## src/rtl/mem_access.sv

```systemverilog
// mem_access: memory-access pipeline stage.
//   Accepts one instruction at a time from execute. Non-memory ops are
//   forwarded to write-back one cycle later. Aligned word loads/stores issue
//   a held, registered request to data memory and wait for dmem_ack, bounded
//   by TIMEOUT request cycles. Misaligned accesses and timeouts return a
//   "no register write" result (optype 6'h3F) together with err_pulse.
// Ports:
//   clk, rst_n                      clock, async active-low reset
//   in_valid/in_ready               execute-side handshake
//   in_optype, in_regaddr3,
//   in_alu_result, in_store_data    instruction payload
//   dmem_req/we/addr/wdata          data memory request (registered)
//   dmem_ack, dmem_rdata            data memory completion
//   out_valid, out_optype,
//   out_regaddr3, out_regdata       write-back result (registered)
//   err_pulse                       one-cycle error indication
module mem_access #(
    parameter logic [5:0] LD_OPTYPE = 6'h13,
    parameter logic [5:0] ST_OPTYPE = 6'h14,
    parameter int         TIMEOUT   = 16
) (
    input  logic        clk,
    input  logic        rst_n,
    input  logic        in_valid,
    output logic        in_ready,
    input  logic [5:0]  in_optype,
    input  logic [4:0]  in_regaddr3,
    input  logic [31:0] in_alu_result,
    input  logic [31:0] in_store_data,
    output logic        dmem_req,
    output logic        dmem_we,
    output logic [31:0] dmem_addr,
    output logic [31:0] dmem_wdata,
    input  logic        dmem_ack,
    input  logic [31:0] dmem_rdata,
    output logic        out_valid,
    output logic [5:0]  out_optype,
    output logic [4:0]  out_regaddr3,
    output logic [31:0] out_regdata,
    output logic        err_pulse
);

    typedef enum logic [0:0] {IDLE = 1'b0, ACCESS = 1'b1} state_t;

    localparam logic [5:0]  NOWRITE_OPTYPE = 6'h3F;
    localparam logic [31:0] REGDATA_RESET  = 32'hCCCC_CCCC;
    localparam logic [7:0]  CNT_LAST       = 8'(TIMEOUT - 1);

    state_t      state_q, state_d;
    logic [7:0]  cnt_q, cnt_d;
    logic        dmem_req_q, dmem_req_d;
    logic        dmem_we_q, dmem_we_d;
    logic [31:0] dmem_addr_q, dmem_addr_d;
    logic [31:0] dmem_wdata_q, dmem_wdata_d;
    logic [5:0]  cap_optype_q, cap_optype_d;
    logic [4:0]  cap_regaddr_q, cap_regaddr_d;
    logic        out_valid_q, out_valid_d;
    logic [5:0]  out_optype_q, out_optype_d;
    logic [4:0]  out_regaddr3_q, out_regaddr3_d;
    logic [31:0] out_regdata_q, out_regdata_d;
    logic        err_q, err_d;

    logic        accept_s;
    logic        is_mem_s;
    logic        misaligned_s;

    assign in_ready     = (state_q == IDLE);
    assign accept_s     = in_valid & in_ready;
    assign is_mem_s     = (in_optype == LD_OPTYPE) || (in_optype == ST_OPTYPE);
    assign misaligned_s = (in_alu_result[1:0] != 2'b00);

    assign dmem_req     = dmem_req_q;
    assign dmem_we      = dmem_we_q;
    assign dmem_addr    = dmem_addr_q;
    assign dmem_wdata   = dmem_wdata_q;
    assign out_valid    = out_valid_q;
    assign out_optype   = out_optype_q;
    assign out_regaddr3 = out_regaddr3_q;
    assign out_regdata  = out_regdata_q;
    assign err_pulse    = err_q;

    // Next-state and registered-output logic for the IDLE/ACCESS FSM.
    always_comb begin
        state_d        = state_q;
        cnt_d          = cnt_q;
        dmem_req_d     = dmem_req_q;
        dmem_we_d      = dmem_we_q;
        dmem_addr_d    = dmem_addr_q;
        dmem_wdata_d   = dmem_wdata_q;
        cap_optype_d   = cap_optype_q;
        cap_regaddr_d  = cap_regaddr_q;
        out_valid_d    = 1'b0;
        out_optype_d   = NOWRITE_OPTYPE;   // idle value whenever out_valid is low
        out_regaddr3_d = out_regaddr3_q;
        out_regdata_d  = out_regdata_q;
        err_d          = 1'b0;

        case (state_q)
            IDLE: begin
                if (accept_s) begin
                    if (!is_mem_s) begin
                        out_valid_d    = 1'b1;
                        out_optype_d   = in_optype;
                        out_regaddr3_d = in_regaddr3;
                        out_regdata_d  = in_alu_result;
                    end else if (misaligned_s) begin
                        // No memory request; report a non-writing result.
                        out_valid_d    = 1'b1;
                        out_optype_d   = NOWRITE_OPTYPE;
                        out_regaddr3_d = in_regaddr3;
                        out_regdata_d  = in_alu_result;
                        err_d          = 1'b1;
                    end else begin
                        state_d       = ACCESS;
                        cnt_d         = 8'd0;
                        dmem_req_d    = 1'b1;
                        dmem_we_d     = (in_optype == ST_OPTYPE);
                        dmem_addr_d   = in_alu_result;
                        dmem_wdata_d  = in_store_data;
                        cap_optype_d  = in_optype;
                        cap_regaddr_d = in_regaddr3;
                    end
                end else begin
                    state_d = IDLE;
                end
            end
            ACCESS: begin
                // Ack takes priority over a timeout in the same cycle.
                if (dmem_ack) begin
                    state_d        = IDLE;
                    dmem_req_d     = 1'b0;
                    out_valid_d    = 1'b1;
                    out_optype_d   = cap_optype_q;
                    out_regaddr3_d = cap_regaddr_q;
                    if (cap_optype_q == LD_OPTYPE) begin
                        out_regdata_d = dmem_rdata;
                    end else begin
                        out_regdata_d = dmem_addr_q;
                    end
                end else if (cnt_q == CNT_LAST) begin
                    state_d        = IDLE;
                    dmem_req_d     = 1'b0;
                    out_valid_d    = 1'b1;
                    out_optype_d   = NOWRITE_OPTYPE;
                    out_regaddr3_d = cap_regaddr_q;
                    err_d          = 1'b1;
                end else begin
                    cnt_d = cnt_q + 8'd1;
                end
            end
            default: begin
                state_d    = IDLE;
                dmem_req_d = 1'b0;
            end
        endcase
    end

    // State and output registers with asynchronous active-low reset.
    always_ff @(posedge clk or negedge rst_n) begin
        if (!rst_n) begin
            state_q        <= IDLE;
            cnt_q          <= 8'd0;
            dmem_req_q     <= 1'b0;
            dmem_we_q      <= 1'b0;
            dmem_addr_q    <= 32'd0;
            dmem_wdata_q   <= 32'd0;
            cap_optype_q   <= NOWRITE_OPTYPE;
            cap_regaddr_q  <= 5'd0;
            out_valid_q    <= 1'b0;
            out_optype_q   <= NOWRITE_OPTYPE;
            out_regaddr3_q <= 5'd0;
            out_regdata_q  <= REGDATA_RESET;
            err_q          <= 1'b0;
        end else begin
            state_q        <= state_d;
            cnt_q          <= cnt_d;
            dmem_req_q     <= dmem_req_d;
            dmem_we_q      <= dmem_we_d;
            dmem_addr_q    <= dmem_addr_d;
            dmem_wdata_q   <= dmem_wdata_d;
            cap_optype_q   <= cap_optype_d;
            cap_regaddr_q  <= cap_regaddr_d;
            out_valid_q    <= out_valid_d;
            out_optype_q   <= out_optype_d;
            out_regaddr3_q <= out_regaddr3_d;
            out_regdata_q  <= out_regdata_d;
            err_q          <= err_d;
        end
    end

endmodule

```

## config.mk

```make
export PLATFORM = sky130hd
export DESIGN_NAME = mem_access
export DESIGN_NICKNAME = d
export VERILOG_FILES = /design/src/rtl/mem_access.sv
export SDC_FILE = /design/constraint.sdc
export NUM_CORES = 1
export LEC_CHECK = 0
export CAP_MARGIN = 20
export CELL_PAD_IN_SITES_DETAIL_PLACEMENT = 0
export CELL_PAD_IN_SITES_GLOBAL_PLACEMENT = 2
export CORE_MARGIN = 5
export CORE_UTILIZATION = 35
export DETAILED_ROUTE_END_ITERATION = 8
export DONT_BUFFER_PORTS = 1
export MAX_ROUTING_LAYER = met4
export PLACE_DENSITY_LB_ADDON = 0.1
export SETUP_SLACK_MARGIN = 0.5
export SYNTH_ARGS = -nofsm -noshare
export SYNTH_HDL_FRONTEND = slang
export SYNTH_SLANG_ARGS = --single-unit
export TNS_END_PERCENT = 1
```

## constraint.sdc

```tcl
create_clock -name clk -period 4.2 [get_ports clk]
set_input_delay 0.21 -clock clk [delete_from_list [all_inputs] [get_ports clk]]
set_output_delay 0.21 -clock clk [all_outputs]
set_load 0.05 [all_outputs]
```

# --- After elaboration in Yosys (flattened, before gate mapping) ---
# Index checks and enable logic that the tools add are counted.
op_classes:
  n_addsub: 1
  n_eq_ne: 12
  muxes: 44
  n_bitwise: 3
  reduce_logical: 7
ops:
  columns: ["op", "n"]
  rows:
  - ["2-to-1 mux 32 bit", 5]
  - ["one-hot mux 32 bit (2 select lines)", 1]
  - ["2-to-1 mux 8 bit", 5]
  - ["2-to-1 mux 5 bit", 5]
  - ["equality test 6 x 5 -> 1 bit (second input constant)", 3]
  - ["2-to-1 mux 1 bit", 18]
  - ["2-to-1 mux 6 bit", 3]
  - ["one-hot mux 8 bit (2 select lines)", 1]
  - ["one-hot mux 6 bit (2 select lines)", 1]
  - ["one-hot mux 5 bit (2 select lines)", 1]
  - ["adder 8 x 1 -> 8 bit (second input constant)", 1]
  - ["equality test 8 x 4 -> 1 bit (second input constant)", 1]
  - ["inequality test 2 bit (second input constant)", 4]
  - ["one-hot mux 1 bit (2 select lines)", 4]
  - ["AND reduction 4 bit", 2]
  - ["inequality test 3 x 2 -> 1 bit (second input constant)", 2]
  - ["AND reduction 3 bit", 2]
  - ["AND reduction 5 bit", 1]
  - ["inequality test 2 x 1 -> 1 bit (second input constant)", 2]
  - ["NOT 1 bit", 2]
  - ["nonzero test 2 bit", 1]
  - ["bitwise AND 1 bit", 1]
  - ["logical OR 1 bit", 1]
word_totals:
  register_bits: 131

# --- Longest topological paths before layout ---
# Gate-level depths: netlist of run 1.
logic_depth:
  depth_word: 5
  depth_mapped: 6
  depth_no_buf: 5

# --- Worst setup path before layout of run 1 ---
# No wires, ideal clock.
synth_path:
  kind: "reg-to-reg"
  startpoint: "register state_q"
  endpoint: "register out_regdata_q[25], in the netlist out_regdata[25]"
  setup_ns: 0.128
  t_arrival_ns: 1.741
  t_required_ns: 4.072
  path_slack_ns: 2.331
  stages_incl_launch_ff: 7
  path_cell_list: "dfrtp_1 -> clkbuf_1 -> inv_1 -> clkbuf_1 -> a31oi_1 -> a21oi_1 -> mux2_1"
synth_via:
  elab_chain_len: 4
  word_cells_on_any_way: 7
  cone_classes: "eq/ne: 3; mux: 1; bitwise: 2; reduce/logical: 1"
synth_rtl:
  columns: ["element", "line", "source"]
  rows:
  - ["from (decl)", "49", "state_t state_q, state_d;"]
  - ["from (signal assigned)", "175", "state_q <= state_d;"]
  - ["NOT 1 bit (no line) *", null, null]
  - ["named net in_ready", "25", "output logic in_ready,"]
  - ["bitwise AND 1 bit", "68", "assign accept_s = in_valid & in_ready;"]
  - ["inequality test 2 x 1 -> 1 bit (no line)", null, null]
  - ["AND reduction 3 bit (no line)", null, null]
  - ["to (signal assigned)", "186", "out_regdata_q <= out_regdata_d;"]
  - ["to (decl)", "60", "logic [31:0] out_regdata_q, out_regdata_d;"]
# The timed path passes the listed nets; every way through them passes the cells marked *.
# A chain may end at the register's enable or synchronous reset.

# --- Worst setup path in the final report of run 1 ---
layout_path:
  startpoint: "register state_q"
  endpoint: "register cnt_q[3]"
layout_via:
  elab_chain_len: 4
  word_cells_on_any_way: 9
  cone_classes: "eq/ne: 5; mux: 1; bitwise: 2; reduce/logical: 1"
layout_rtl:
  columns: ["element", "line", "source"]
  rows:
  - ["NOT 1 bit (no line)", null, null]
  - ["bitwise AND 1 bit", "68", null]
  - ["inequality test 2 x 1 -> 1 bit (no line)", null, null]
  - ["AND reduction 5 bit (no line)", null, null]
  - ["to (signal assigned)", "176", "cnt_q <= cnt_d;"]
  - ["to (decl)", "50", "logic [7:0] cnt_q, cnt_d;"]
# Parallel ways exist; a longest one is shown, timed or not.

==> results.toml, run 1 <==
[synth]
ys_ff_latch = 131
netlist_area_um2 = 5880
synthArstFlopShare_pct = 100
synth_most_common_cell = "nand2_1"
synth.cells.most_frequent = "nand2_1 (215), dfrtp_1 (103), o21ai_0 (38)"
netlist_instances = 628
synth_edf_count = 0
ys_types = 46
syn-num-nets = 740
synth_top_area_share_pct = 43.9
syn_avg_cell_area_um2 = 9.36
synth_area_leaders = "dfrtp_1 (44%), nand2_1 (14%), dfstp_2 (13%)"
synth_warnings = 0
yosysSeqAreaShare_pct = 56.4
yosys_most_used_dff = "dfrtp_1"
yosysTopAreaCell = "dfrtp_1"

[floorplanning]
placementRows = 47
die_h_um = 140
fp.dieArea_um2 = 19500
coreArea_um2 = 16500
dieWidth_um = 140
start_util_pct = 35.6
io_pins = 223

[clock_network]
post_cts_resize_count = 0
ctsHtreeMaxLevel = 4
cts_tree = "done"
clk_path_buf_depth = 2
clk_pin_slew_ns = 0.06
clk-insertion-delay-late_ns = 0.42
root_buffer = "clkbuf_16"
clock_sinks = 131
numCtsBuffers = 17

[routing]
vias = 4880
drt-total-wl_mm = 18.6
routed_via_density = 5.28
drcViolationCount = 0
wl_per_cell_um = 20.1
drt-pass1-iter-count = 4
drtIter0Drc = 297
ant_nets = 0

[critical_path]
reg2reg_depth = 6
crit_fanout = 39
required_ns = 4.50
endpoint = "cnt_q[3]"
critPathLaunchType = "register"
crit_type = "register to register"
crit_arrival_ns = 2.80
crit-reg2reg-launch = "state_q"
reg2reg_to = "cnt_q[3]"
startpoint = "state_q"
cp-end-kind = "register"
r2r_slack_ns = 1.70

[min_path]
hp-class = "primary input to register"

[timing]
hold_viol_final = 0
min_period_ns = 2.50
max_freq_ghz = 0.400
skew_ns = 0.00949
min_period_over_period_pct = 59.5
drv_slew = 0
worst_pin_slew_ns = 0.992
setup_viol = 0
slew_headroom_pct = 33.8
grt_setup_unrepaired = "false"
fin_tns_setup_ns = 0

[status]
status = "finished clean"

[placed_design]
dpl-instance-area_um2 = 6110
hpwlAfterDp_mm = 11.7
place_congestion = 0.779
numPortBuffers = 0

[cells_and_area]
drive_gt1_share_pct = 15.3
nets = 804
antennaDiodeCount = 0
design_area_um2 = 7550
area_growth_pct = 28.5

[global_routing]
grt_max_degree = 132
top_usage_layer = "met2"
grt_pass1_wl_mm = 28.6
grt_antenna_before_repair = 0
grt_util_met1_pct = 23.5
grt_util_met2_pct = 29.9
globalRouteOverflowTotal = 0
first_global_vias = 4955
gr-usage-all-layers_pct = 19.3
use_met3_pct = 6.66

[power_and_ir_drop]
vdd_drop_max_uv = 292
cellPowerDensity_nw_per_um2 = 484
p_leak_uw = 0.00349

[run]
maxCapViolations = 0
[routing by layer]
layer  wire (um)  vias up
met1        7670     2406
met5           0        -
li1            -     2265
met4         346        0
met3        1730       26
met2        8820      183
[through the flow]
stage	worst slack (ns)	hold WS (ns)	std cells	utilization, %	total power [uW]
after floorplan	2.33	-0.0856	628	-	1980
after global placement	1.71	-0.0815	814	36.9	2060
after detailed placement	1.64	-0.0814	815	37.0	2070
after CTS	1.64	0.0502	923	45.4	3700
after global routing	1.55	0.0742	925	45.7	3810
final	1.70	0.0720	925	45.7	3650
[layout make-up]
type	count	area, um2
repair buffers	84	886
inverters	2	7.51
well taps	220	275
fillers	1600	8970
multi-input cells	456	2460
flip-flops and latches	131	3310
clock buffers	24	482
clock inverters	8	125
[report_power, final]
group	switching (uW)	internal [uW]	leakage, uW
logic	153	145	0.00154
registers	445	1390	0.00165
clock network	539	981	0.000294
[repair_timing]
action | in CTS | in global routing
hold endpoints to repair | 213 | 0
hold buffers | 76 | 0
buffers inserted | 0 | 0
[how the worst min path moves through the flow]
stage          depth (start not counted)  slack [ns]      from               end
6_report                               3        0.07  dmem_ack          cnt_q[4]
5_1_grt                                2        0.07  dmem_ack          cnt_q[2]
3_3_place_gp                           0       -0.08     rst_n     dmem_addr[25]
4_1_cts                                3        0.05  dmem_ack          cnt_q[4]
2_1_floorplan                          0       -0.09     rst_n  cap_regaddr_q[0]
3_5_place_dp                           0       -0.08     rst_n     dmem_addr[25]
[sequential cells by signal (all words and copies together), names as in the netlist, 5 cells and up]
signal         cells
out_regdata       32
out_regaddr3       5
dmem_wdata        32
cnt_q              8
dmem_addr         32
cap_optype_q       6
out_optype         6
cap_regaddr_q      5
[cells by family after synthesis]
kind of cell	share of synthesized area (%)
mux	6.13
compound gates	14.0
xor+xnor	0.298
buf+inv	2.70
simple gates	20.3
fa+ha+maj	0.213
flops	56.4
[cell usage in the layout (no fill, tap or decap), drive strengths merged, types with 2 or more instances in the layout]
cell type	instances
a211o	2
a22o	3
nand3	5
a31oi	32
clkbuf	24
or3b	2
or3	2
buf	9
nand4	2
bufinv	3
nand2b	8
dlygate4sd3	75
inv	2
clkinv	4
a21o	3
nor3b	2
o2111ai	2
and2	4
mux2	32
o221a	5
o21ai	40
dfstp	28
and3	2
o22a	5
nand2	215
a21oi	34
nor2	36
nor2b	3
dfrtp	103
[critical path: stages, from the launching register on]
cell and delay, ns:
dfrtp_2 0.40, buf_4 0.29, nand2b_1 0.33, a2111oi_4 0.39
buf_4 0.43, nor2_1 0.22, a211o_1 0.33
(Power assumes the default switching activity.)
==> inputs of run 2 (changes only) <==
--- a/config.mk
+++ b/config.mk
@@ -5,6 +5,7 @@
 export SDC_FILE = /design/constraint.sdc
 export NUM_CORES = 1
 export LEC_CHECK = 0
+export ABC_AREA = 1
 export CAP_MARGIN = 20
 export CELL_PAD_IN_SITES_DETAIL_PLACEMENT = 0
 export CELL_PAD_IN_SITES_GLOBAL_PLACEMENT = 2
==> constraint.sdc (replaced) <==
create_clock -name clk -period 2.3 [get_ports clk]
set_input_delay 0.115 -clock clk [delete_from_list [all_inputs] [get_ports clk]]
set_output_delay 0.115 -clock clk [all_outputs]
set_load 0.05 [all_outputs]
==> run 2 against run 1 <==
Against the previous run:
- the flow now finishes with violations (negative hold slack)
- utilization decreased by 1.4 points
- global-route usage decreased by 1.3 points
- fmax increased by 51%
- count of clock-buffer cells in the layout decreased by 5
- via count increased by 9.5%
- first-iteration DRC count decreased by 7.7%
- power increased by 79%
- largest cell class unchanged
- largest power group unchanged
==> results.toml, run 2 <==
[critical_path]
crit_fanout = 32
crit_type = "register to register"
crit_arrival_ns = 1.96
cp_slowest_cell = "dfstp_2"
critPathLaunchType = "register"
critPathTopFamily = "simple AND/OR/NAND/NOR gates"
path_common_cell = "nand2_1"
critPathMaxStageDelay_ns = 0.54
path_cells = "nand2_1 -> nor2_2 -> buf_4 -> nand3_1 -> nand3_1 -> nand2_1 -> nand2_1 -> nand2_1"
required_ns = 2.61
path_buf_inv = 1
cp-end-kind = "register"

[clock_network]
clk_pin_slew_ns = 0.07
root_buffer = "clkbuf_16"
clk-insertion-delay-late_ns = 0.42
clock_sinks = 131
cts_hold_buf = 78
numCtsBuffers = 17
ctsHtreeMaxLevel = 4
cts_tree = "done"
clk_path_buf_depth = 2

[global_routing]
grt_antenna_before_repair = 0
top_usage_layer = "met2"
grt_util_met1_pct = 21.3
gr-usage-all-layers_pct = 18.0
grt_util_met2_pct = 29.6
first_global_vias = 5343
grt_max_degree = 132
globalRouteOverflowTotal = 0
use_met3_pct = 5.58
grt_pass1_wl_mm = 29.7

[timing]
slew_headroom_pct = 62.1
min_period_over_period_pct = 72.0
min_period_ns = 1.66
hold-worst-slack_ns = -0.619
skew_ns = 0.0104
setup_viol = 0
drv_slew = 0
worst_pin_slew_ns = 0.569
fin_tns_setup_ns = 0
max_freq_ghz = 0.604
hold_viol_final = 131
grt_setup_unrepaired = "true"
fin_ws_ns = 0.645

[cells_and_area]
nets = 994
final_common_cell = "nand2_1"
antennaDiodeCount = 0
area_growth_pct = 24.6
n_fill_cell = 1834
utilization_pct = 44.3
drive_gt1_share_pct = 12.6
mostFrequentLayoutCells = "nand2_1 (239), inv_1 (124), nand3_1 (115), dfrtp_1 (102), dlygate4sd3_1 (78)"

[synth]
synthArstFlopShare_pct = 100
synth.cells.most_frequent = "nand2_1 (239), inv_1 (124), nand3_1 (115)"
synth_top_area_share_pct = 40.4
netlist_instances = 815
yosys_most_used_dff = "dfrtp_1"
ys_types = 26
synth_warnings = 0
syn-num-nets = 927
yosysTopAreaCell = "dfrtp_1"
synth_most_common_cell = "nand2_1"
synth_area_leaders = "dfrtp_1 (40%), nand2_1 (14%), dfstp_2 (12%)"
netlist_area_um2 = 6380
syn_avg_cell_area_um2 = 7.83
yosysSeqAreaShare_pct = 51.9
ys_ff_latch = 131
synth_edf_count = 0

[floorplanning]
dieWidth_um = 145
coreArea_um2 = 18000
io_pins = 223
placementRows = 49
start_util_pct = 35.5
die_h_um = 145
fp.dieArea_um2 = 21000

[power_and_ir_drop]
p_leak_uw = 0.00406
vdd_drop_max_uv = 509
cellPowerDensity_nw_per_um2 = 822

[run]
maxCapViolations = 0

[status]
status = "finished, violations left"
failed_checks = "negative hold slack"

[placed_design]
numPortBuffers = 0
hpwlAfterDp_mm = 12.3
place_congestion = 0.846
post-place-ws_ns = 0.592

[routing]
ant_nets = 0
wl_per_cell_um = 16.4
drt-total-wl_mm = 18.4
drcViolationCount = 0
routed_via_density = 4.75
drt-pass1-iter-count = 4
drtIter0Drc = 274
vias = 5344

[min_path]
hp-class = "primary input to asynchronous set/reset pin"
## run 2: cell families (layout without fill, tap and decap cells)
logic type	Yosys count	count (layout)	synth area share [%]
AOI/OAI and AO/OA	91	91	8.98
and+or+nand+nor	419	419	27.5
buffers and inverters	169	249	10.9
adders and majority gates	1	1	0.196
DFF	131	131	51.9
xor gates and xnor gates	4	4	0.549
## run 2: power breakdown
group	internal [uW]	switching, uW	total (uW)
combinational	247	287	534
sequential	2520	774	3290
clock	1640	1070	2710
total	4400	2130	6540
## run 2: cell type report
type,instances,area [um2],share of cell area [%]
multi-input combinational,515,2390,30.0
tap,229,287,3.60
sequential,131,3310,41.7
clock buffer,19,443,5.57
timing repair buffer,92,906,11.4
clock inverter,13,150,1.89
inverter,125,469,5.90
## run 2: metrics by stage
stage | hold slack [ns] | power, uW | cells | instance area [um2]
2_1_floorplan | -0.181 | 3610 | 815 | 6380
3_3_place_gp | -0.177 | 3750 | 1014 | 6570
3_5_place_dp | -0.176 | 3760 | 1014 | 6570
4_1_cts | -0.640 | 6640 | 1124 | 7950
5_1_grt | -0.651 | 6830 | 1124 | 7960
6_report | -0.619 | 6540 | 1124 | 7960
## run 2: timing repair
item	4_1_cts	5_1_grt
resized for setup	0	2
endpoints found under the hold margin	244	131
setup endpoints to repair	0	34
setup buffers	0	0
## run 2: worst register-to-register path, stage by stage, from the launching register on
cell	delay (ns)
dfstp_2	0.54
nand2_1	0.07
nor2_2	0.12
buf_4	0.39
nand3_1	0.16
nand3_1	0.11
nand2_1	0.06
nand2_1	0.06
nand2_1	0.04
## run 2: path summary, 6_finish.rpt
path,start,to,slack [ns],cells after the start
worst min-delay path,rst_n,dmem_addr[24],-0.62,0
max in group asynchronous,rst_n,out_regdata[18],2.56,0
worst max register to register,cap_optype_q[0],out_regdata[20],0.64,8
min in group clk,dmem_rdata[27],out_regdata[27],0.01,6
worst min register to register,cap_optype_q[0],cap_optype_q[0],0.47,2
worst max-delay path,cap_optype_q[0],out_regdata[20],0.64,8
## run 2: metal layers
layer | up-vias | wire [um]
met2 | 158 | 9140
met1 | 2502 | 7760
li1 | 2660 | -
met3 | 24 | 1210
met4 | 0 | 283
met5 | - | 0
